==> src/rtl/touch_pkg.sv <==
// Shared definitions for the touch conditioning path: FSM state encoding and
// panel calibration defaults.
package touch_pkg;

    typedef enum logic [1:0] {
        IDLE,
        DEB_PRESS,
        PRESSED,
        DEB_RELEASE
    } touch_state_t;

    localparam int unsigned DEF_X_OFFSET = 150;
    localparam int unsigned DEF_Y_OFFSET = 300;
    localparam int unsigned DEF_X_SHIFT  = 3;
    localparam int unsigned DEF_Y_SHIFT  = 3;
    localparam int unsigned DEF_X_MAX    = 479;
    localparam int unsigned DEF_Y_MAX    = 271;
    localparam int unsigned DEF_Z_THRESH = 256;

endpackage

==> src/rtl/touch_axis_scale.sv <==
// Per-axis calibration: subtract offset with saturation at zero, right-shift,
// clamp to the panel maximum and truncate to the output width.
module touch_axis_scale #(
    parameter int unsigned IN_W   = 9,
    parameter int unsigned OUT_W  = 10,
    parameter int unsigned OFFSET = 150,
    parameter int unsigned SHIFT  = 3,
    parameter int unsigned MAX    = 479
) (
    input  logic [IN_W-1:0]  avg,
    output logic [OUT_W-1:0] scaled
);

    logic [31:0] wide;
    logic [31:0] diff;
    logic [31:0] shifted;

    always_comb begin
        wide    = 32'(avg);
        diff    = (wide >= OFFSET) ? (wide - OFFSET) : '0;
        shifted = diff >> SHIFT;
        scaled  = (shifted > MAX) ? OUT_W'(MAX) : OUT_W'(shifted);
    end

endmodule

==> src/rtl/touch_conditioner.sv <==
// Touch conditioner: pressure debounce FSM, block averaging, calibration and a
// frame-synchronous coordinate handoff. Optional macro TOUCH_COND_HYST_EN adds release hysteresis.
module touch_conditioner
    import touch_pkg::*;
#(
    parameter int unsigned IN_W     = 9,
    parameter int unsigned OUT_X_W  = 10,
    parameter int unsigned OUT_Y_W  = 9,
    parameter int unsigned X_OFFSET = DEF_X_OFFSET,
    parameter int unsigned Y_OFFSET = DEF_Y_OFFSET,
    parameter int unsigned X_SHIFT  = DEF_X_SHIFT,
    parameter int unsigned Y_SHIFT  = DEF_Y_SHIFT,
    parameter int unsigned X_MAX    = DEF_X_MAX,
    parameter int unsigned Y_MAX    = DEF_Y_MAX,
    parameter int unsigned Z_THRESH = DEF_Z_THRESH,
    parameter int unsigned Z_HYST   = 32,
    parameter int unsigned DEBOUNCE = 4,
    parameter int unsigned AVG_LOG2 = 2
) (
    input  logic               cclk,
    input  logic               reset,
    input  logic               sample_valid,
    input  logic [IN_W-1:0]    touch_x,
    input  logic [IN_W-1:0]    touch_y,
    input  logic [IN_W-1:0]    touch_z,
    input  logic               new_frame,
    output logic               pressed,
    output logic               press_event,
    output logic               release_event,
    output logic [OUT_X_W-1:0] x_out,
    output logic [OUT_Y_W-1:0] y_out,
    output logic               coord_valid
);

    localparam int unsigned ACC_W    = IN_W + AVG_LOG2;
    localparam logic [3:0]  DEB_N    = 4'(DEBOUNCE);
    localparam logic [4:0]  BLK_LAST = 5'((1 << AVG_LOG2) - 1);

    touch_state_t       state;
    logic [3:0]         cnt;
    logic               z_hi;
    logic               z_rel;
    logic               cnt_done;
    logic               release_now;

    logic [ACC_W-1:0]   acc_x, acc_y, sum_x, sum_y;
    logic [4:0]         blk_cnt;
    logic               s1_valid;
    logic [IN_W-1:0]    s1_x, s1_y;
    logic [OUT_X_W-1:0] scaled_x, pend_x;
    logic [OUT_Y_W-1:0] scaled_y, pend_y;
    logic               pending_valid;

    always_comb begin
        z_hi = 32'(touch_z) >= Z_THRESH;
`ifdef TOUCH_COND_HYST_EN
        z_rel = 32'(touch_z) < ((Z_THRESH > Z_HYST) ? (Z_THRESH - Z_HYST) : 32'd0);
`else
        z_rel = !z_hi;
`endif
        cnt_done    = (cnt + 4'd1) >= DEB_N;
        release_now = sample_valid && z_rel && cnt_done &&
                      (state == PRESSED || state == DEB_RELEASE);
        sum_x       = acc_x + ACC_W'(touch_x);
        sum_y       = acc_y + ACC_W'(touch_y);
    end

    // IDLE/DEB_PRESS and PRESSED/DEB_RELEASE share arms: cnt is always 0 in
    // IDLE and PRESSED, so one "cnt+1 reaches DEBOUNCE" test covers both entries.
    always_ff @(posedge cclk) begin
        if (reset) begin
            state         <= IDLE;
            cnt           <= '0;
            pressed       <= 1'b0;
            press_event   <= 1'b0;
            release_event <= 1'b0;
        end else begin
            press_event   <= 1'b0;
            release_event <= 1'b0;
            if (sample_valid) begin
                case (state)
                    IDLE, DEB_PRESS: begin
                        if (z_hi) begin
                            if (cnt_done) begin
                                state       <= PRESSED;
                                cnt         <= '0;
                                pressed     <= 1'b1;
                                press_event <= 1'b1;
                            end else begin
                                state <= DEB_PRESS;
                                cnt   <= cnt + 4'd1;
                            end
                        end else begin
                            state <= IDLE;
                            cnt   <= '0;
                        end
                    end
                    PRESSED, DEB_RELEASE: begin
                        if (z_rel) begin
                            if (cnt_done) begin
                                state         <= IDLE;
                                cnt           <= '0;
                                pressed       <= 1'b0;
                                release_event <= 1'b1;
                            end else begin
                                state <= DEB_RELEASE;
                                cnt   <= cnt + 4'd1;
                            end
                        end else if (z_hi) begin
                            state <= PRESSED;
                            cnt   <= '0;
                        end
                    end
                    default: begin
                        state <= IDLE;
                        cnt   <= '0;
                    end
                endcase
            end
        end
    end

    always_ff @(posedge cclk) begin
        if (reset) begin
            acc_x         <= '0;
            acc_y         <= '0;
            blk_cnt       <= '0;
            s1_valid      <= 1'b0;
            s1_x          <= '0;
            s1_y          <= '0;
            pend_x        <= '0;
            pend_y        <= '0;
            pending_valid <= 1'b0;
            x_out         <= '0;
            y_out         <= '0;
            coord_valid   <= 1'b0;
        end else begin
            s1_valid    <= 1'b0;
            coord_valid <= 1'b0;
            if (state != PRESSED) begin
                acc_x   <= '0;
                acc_y   <= '0;
                blk_cnt <= '0;
            end else if (sample_valid && !z_rel) begin
                if (blk_cnt == BLK_LAST) begin
                    acc_x    <= '0;
                    acc_y    <= '0;
                    blk_cnt  <= '0;
                    s1_valid <= 1'b1;
                    s1_x     <= IN_W'(sum_x >> AVG_LOG2);
                    s1_y     <= IN_W'(sum_y >> AVG_LOG2);
                end else begin
                    acc_x   <= sum_x;
                    acc_y   <= sum_y;
                    blk_cnt <= blk_cnt + 5'd1;
                end
            end
            // Transfer sees the pending value from before this edge; a result
            // landing on the same edge stays pending for the next frame.
            if (new_frame && pending_valid) begin
                x_out         <= pend_x;
                y_out         <= pend_y;
                coord_valid   <= 1'b1;
                pending_valid <= 1'b0;
            end
            if (s1_valid) begin
                pend_x        <= scaled_x;
                pend_y        <= scaled_y;
                pending_valid <= 1'b1;
            end
            if (release_now) begin
                s1_valid      <= 1'b0;
                pending_valid <= 1'b0;
            end
        end
    end

    touch_axis_scale #(
        .IN_W   (IN_W),
        .OUT_W  (OUT_X_W),
        .OFFSET (X_OFFSET),
        .SHIFT  (X_SHIFT),
        .MAX    (X_MAX)
    ) u_scale_x (
        .avg    (s1_x),
        .scaled (scaled_x)
    );

    touch_axis_scale #(
        .IN_W   (IN_W),
        .OUT_W  (OUT_Y_W),
        .OFFSET (Y_OFFSET),
        .SHIFT  (Y_SHIFT),
        .MAX    (Y_MAX)
    ) u_scale_y (
        .avg    (s1_y),
        .scaled (scaled_y)
    );

endmodule

==> config.mk <==
export PLATFORM = sky130hd
export DESIGN_NAME = touch_conditioner
export DESIGN_NICKNAME = d
export VERILOG_FILES = /design/src/rtl/touch_pkg.sv /design/src/rtl/touch_axis_scale.sv /design/src/rtl/touch_conditioner.sv
export SDC_FILE = /design/constraint.sdc
export NUM_CORES = 1
export LEC_CHECK = 0
export CAP_MARGIN = 20
export CORE_UTILIZATION = 40
export CTS_CLUSTER_DIAMETER = 40
export DETAILED_ROUTE_END_ITERATION = 12
export DONT_BUFFER_PORTS = 1
export GPL_TIMING_DRIVEN = 0
export PLACE_DENSITY = 0.65
export SYNTH_ARGS = -nofsm -noshare
export SYNTH_HDL_FRONTEND = slang
export SYNTH_SLANG_ARGS = --single-unit
==> constraint.sdc <==
create_clock -name cclk -period 2.48 [get_ports cclk]
set_input_delay 0.496 -clock cclk [delete_from_list [all_inputs] [get_ports cclk]]
set_output_delay 0.496 -clock cclk [all_outputs]
set_load 0.05 [all_outputs]
==> flow_summary.ini, run 1 <==
[critical_path]
path_class = flop to flop
startpoint_type = flop
r2r_cells = 8
crit_required_ps = 2730
critPathMaxStageDelay_ps = 400
worst_path_max_delay_cell = fa_1
critPathBufInv = 0
path_depth = 8
crit_family = compound AO/OA/AOI/OAI gates
worstPathCellList = ha_1, fa_1, a21oi_1, o22ai_1, o2111a_1, o31ai_2, xnor2_1, a22o_1
worstPathMaxFanout = 3
cp.arrival_ps = 2520
cp-end-kind = flop

[clocking]
clock_sinks = 85
postCtsHoldBufs = 0
cts_buffers = 9
clock-root-buffer = clkbuf_8
insertion_delay_ps = 360
cts.path.max_buffers = 2
cts_tree = done
clk_pin_slew_ps = 90
htree_levels = 3

[synth]
ys.flop_type = dfxtp_1
yosys.area.top_type = dfxtp_1
yosysSeqAreaShare = 0.425
ys_async_sr_fraction = 0
synth_cells = 439
synth.distinct_cells = 53
ys_warn_count = 0
syn-cell-area_um2 = 4010
synth-edff-count = 0
syn_avg_cell_area_um2 = 9.12
yosys-top-cells-area = dfxtp_1, a21oi_1, ha_1
synth_top_area_frac = 0.425
ys_ff_latch = 85

[grt]
antenna_found_initial = 0
globalRouteOverflowTotal = 0
grt_pass1_vias = 2991
grt_use_total = 0.168
grt_max_degree = 17
grt_pass1_wl_mm = 13.6

[route]
ant_nets = 0
vias_per_cell = 5.19
vias = 3056
drt-total-wl_mm = 8.12
dr.pass1.iters = 4
drt_iter0_drc = 87
wl_per_cell_um = 13.8
drc = 0

[hold_path]
hold_depth = 3
min_path_type = input port to flop

[power]
sw_frac_of_total = 0.253
clkPwrFrac = 0.388
power.internal_w = 0.00181
power.density_nw_per_um2 = 555
finalPower_w = 0.00242
p_leak_nw = 1.70
ir_drop_mv = 0.283
pwr-share-comb = 0.045
pwr-share-seq = 0.567
p_switching_w = 0.000613

[job]
cap_violations = 0

[placement]
post_dp_cell_area_um2 = 4180
port_buffers = 0
dp_hpwl_mm = 6.05
place.gp.congestion = 0.843
dp_cells = 573

[final_layout]
diodes = 0
multi_input_area_um2 = 2160
finalNetCount = 505
drive_above_1_share = 0.0811
finalInstanceArea_um2 = 4370
synthToLayoutAreaGrowth_pct = 9.15
register_area_um2 = 1700
stdcell_count = 589
fillers = 1003

[sta]
fmax_mhz = 441
fin_setup_tns_ps = 0
whs_ps = 386
finClkSkew_ps = 7.47
drv_slew = 0
max_slew_margin = 0.579
grt_setup_unrepaired = false
min_period_ps = 2270
fin_crit_sh = 0.915
finalSetupViolCount = 0
hold_viol = 0
tightest_slew_ps = 629

[die]
ios = 54
die_h_um = 102
core_um2 = 9730
die_area_um2 = 10400
initial_core_util = 0.412
die_w_um = 102
rows = 36

[status]
status = finished clean
[final timing paths]
path	startpoint	end	slack (ps)
setup reg to reg	acc_y[0]	s1_y[8]	210
setup / recovery	acc_y[0]	s1_y[8]	210
hold reg to reg	pend_y[5]	y_out[5]	460
hold / removal	new_frame	pending_valid	390
[metrics by stage]
stage,worst slack [ps],util
after detailed placement,-82.8,0.429
after CTS,95.9,0.449
after global placement,-55.9,0.429
after floorplan,148,-
after global routing,69.1,0.449
final,210,0.449
[repair_timing]
item	in CTS	in global routing
buffers inserted	0	0
gates resized for setup	0	1
setup endpoints to repair	0	1
[routing by layer]
metal	wire [µm]	global-route usage
met3	387	0.0575
met2	3800	0.288
met4	78	0.0484
met5	0	0
met1	3850	0.199
[registers in the layout, indices dropped and copies added (netlist names), 2 cells and up]
signal,flops
acc_x,11
acc_y,11
blk_cnt,5
cnt,4
pend_x,8
pend_y,7
s1_x,9
s1_y,7
state,2
x_out,8
y_out,7
[placed cells by master (no fill, tap or decap), types with 4 or more instances in the layout]
cell      synthesis  layout
dfxtp_1          85      85
a21oi_1          55      55
nand2_1          45      45
nor2_1           33      33
a22o_1           22      22
ha_1             21      21
xor2_1           14      14
xnor2_1          14      14
nand2b_1         13      13
clkbuf_1         12      12
nor2b_1          11      11
o21ai_0          10      10
clkbuf_8          0      10
a22oi_1           9       9
inv_1             8       8
nand3_1           7       7
nor3_1            6       6
mux2i_1           6       6
buf_4             5       5
buf_2             5       5
and2_1            5       5
a21o_1            4       4
nand4_1           4       4
[Yosys cell counts, types with 2 or more instances]
library cell   n
nand4_1        4
nand3b_1       3
a211oi_1       2
o211ai_1       3
nand2b_1      13
nor2_1        33
xnor2_1       14
a21oi_1       55
clkbuf_1      12
ha_1          21
nor3b_1        3
nand3_1        7
xor2_1        14
and3_1         3
buf_4          5
a21o_1         4
mux2i_1        6
inv_1          8
and2_1         5
nand2_1       45
nor2b_1       11
nor4b_1        3
a31oi_1        3
a22o_1        22
dfxtp_1       85
o21ai_0       10
buf_2          5
a22oi_1        9
fa_1           2
nor3_1         6
[logic make-up after synthesis]
kind of cell,count (synthesis),share of synthesized area
XOR/XNOR,28,0.0612
AND/OR/NAND/NOR,144,0.191
buffers and inverters,32,0.0381
AO/OA/AOI/OAI,120,0.194
multiplexers,6,0.0150
other,1,0.000936
flip-flops,85,0.425
adder cells (fa/ha/maj),23,0.0756
[cell type report]
class | instances | share of cell area
multi-input cells | 323 | 0.494
flip-flops and latches | 85 | 0.389
well taps | 133 | 0.0381
clock buffers | 10 | 0.0315
plain buffers | 24 | 0.0280
clock inverters | 6 | 0.0123
inverters | 8 | 0.00687
[power by group through the flow]
stage / Combinational [W] / Clock [W] / Sequential (W)
after global routing: 0.000123 / 0.00103 / 0.00137
after detailed placement: 0.000109 / 0 / 0.00141
after floorplan: 0.0000862 / 0 / 0.00140
after CTS: 0.000110 / 0.000977 / 0.00137
final: 0.000109 / 0.000942 / 0.00137
after global placement: 0.000106 / 0 / 0.00141
[worst reg2reg max path, delay by kind of cell, from the launching register on]
| family | cells | cell delay (ps) |
|---|---|---|
| XOR/XNOR | 1 | 120 |
| adder cells (fa/ha/maj) | 2 | 600 |
| AO/OA/AOI/OAI | 5 | 1110 |
| flip-flops | 1 | 320 |
Power figures use the tool's default switching activity.
==> run 2, diff against run 1 <==
CORE_UTILIZATION = 30   (was 40)
PLACE_DENSITY = 0.55   (was 0.65)
==> flow_summary.ini, run 2 (synthesis results as in run 1) <==
[status]
status = finished clean

[critical_path]
path_class = flop to flop
cp-end-kind = flop
worstReg2RegEnd = s1_y[8]
r2r_cells = 8
crit_required_ps = 2700
cp.arrival_ps = 2500
startpoint_type = flop
worstPathMaxFanout = 3
r2r_start = acc_y[0]
regToRegSetupSlack_ps = 200

[grt]
grt_use_total = 0.129
grt_use_met2 = 0.216
grt.met3_usage = 0.0276
grt_pass1_wl_mm = 14.5
top_usage_layer = met2
grt_pass1_vias = 2965
globalRouteOverflowTotal = 0
grt_max_degree = 14
use_met1 = 0.161
antenna_found_initial = 0

[final_layout]
synthToLayoutAreaGrowth_pct = 13.7
final_cell_mix = dfxtp_1, a21oi_1, nand2_1
drive_above_1_share = 0.0769
diodes = 0
finalInstanceArea_um2 = 4550
finalNetCount = 505
fillers = 1365
top_regs = acc_x: 11 flops, acc_y: 11 flops, s1_x: 9 flops
final_common_cell = dfxtp_1

[sta]
fmax_mhz = 438
tightest_slew_ps = 690
fin_setup_tns_ps = 0
fin_crit_sh = 0.920
finClkSkew_ps = 8.38
hold_viol = 0
fin_ws_ps = 197
max_slew_margin = 0.538
finalSetupViolCount = 0
whs_ps = 420
drv_slew = 0
min_period_ps = 2280
grt_setup_unrepaired = false

[die]
die_w_um = 118
rows = 41
core_um2 = 12800
die_area_um2 = 13800
ios = 54
initial_core_util = 0.312
die_h_um = 118

[clocking]
clock_sinks = 85
cts.path.max_buffers = 2
clk_pin_slew_ps = 60
cts_buffers = 9
insertion_delay_ps = 330
clock-root-buffer = clkbuf_16
htree_levels = 3
postCtsHoldBufs = 0
cts_tree = done

[placement]
dp_hpwl_mm = 6.45
port_buffers = 0
place.gp.congestion = 0.774
post_dp_cell_area_um2 = 4220
dp_slack_ps = -137

[hold_path]
hold_path_end = pending_valid
hp-start = new_frame
hold_depth = 3
min_path_type = input port to flop

[power]
finalPower_w = 0.00290
p_leak_nw = 1.76
ir_drop_mv = 0.313
power.density_nw_per_um2 = 637

[route]
drc = 0
drt_iter0_drc = 165
dr.pass1.iters = 4
ant_nets = 0
drt-total-wl_mm = 8.63
vias_per_cell = 4.88
vias = 3060
wl_per_cell_um = 13.8

[job]
cap_violations = 0
## run 2: changes by cell type in the layout (fill, tap and decap cells not counted)
| cell | previous run | this run |
|---|---|---|
| clkbuf_16 | 0 | 9 |
| clkbuf_8 | 10 | 1 |
| bufinv_16 | 0 | 2 |
| clkinv_4 | 2 | 0 |
| inv_6 | 2 | 0 |
| clkbuf_1 | 12 | 13 |
| clkinv_2 | 0 | 1 |
| inv_8 | 1 | 0 |
| o31ai_2 | 1 | 0 |
| o31ai_4 | 0 | 1 |
## run 2: metal layers
metal	routed length, µm	part of all wire
met1	3970	0.46
met2	4110	0.48
met3	436	0.051
met4	120	0.014
met5	0	0
## run 2: area by class of cell
cell class,count,area [µm²],area share
Multi-Input combinational cell,323,2170,0.476
Sequential cell,85,1700,0.374
Clock buffer,11,243,0.0533
Tap cell,172,215,0.0473
Buffer,24,123,0.0269
Clock inverter,4,72.6,0.0159
Inverter,8,30.0,0.00660
## run 2: timing repair
action	in CTS	in global routing
setup buffers	0	0
gates resized for setup	0	2
endpoints found under the setup margin	0	2
## run 2: critical path, stage by stage (launching register included)
cell and delay, ps:
dfxtp_1 320, ha_1 210, fa_1 400, a21oi_1 210, o22ai_1 160, o2111a_1 290, o31ai_4 290, xnor2_1 100
a22o_1 190
## run 2: metrics by stage
stage / utilization / cells
2_1_floorplan: - / 440
3_3_place_gp: 0.329 / 612
5_1_grt: 0.355 / 627
4_1_cts: 0.354 / 627
3_5_place_dp: 0.329 / 612
6_report: 0.355 / 627
## run 2: worst max path at each step
stage	endpoint	from	slack (ps)
floorplan	s1_y[8]	touch_y[0]	150
global placement	s1_y[8]	touch_y[0]	-90
detailed placement	s1_y[8]	touch_y[0]	-140
CTS	s1_y[8]	acc_y[0]	30
global route	s1_y[8]	acc_y[0]	40
finish	s1_y[8]	acc_y[0]	200
## run 2: power breakdown
part	internal (W)	switching, W
Sequential	0.00137	0.00000690
Clock	0.000902	0.000515
Combinational	0.0000361	0.0000736
Total	0.00231	0.000595
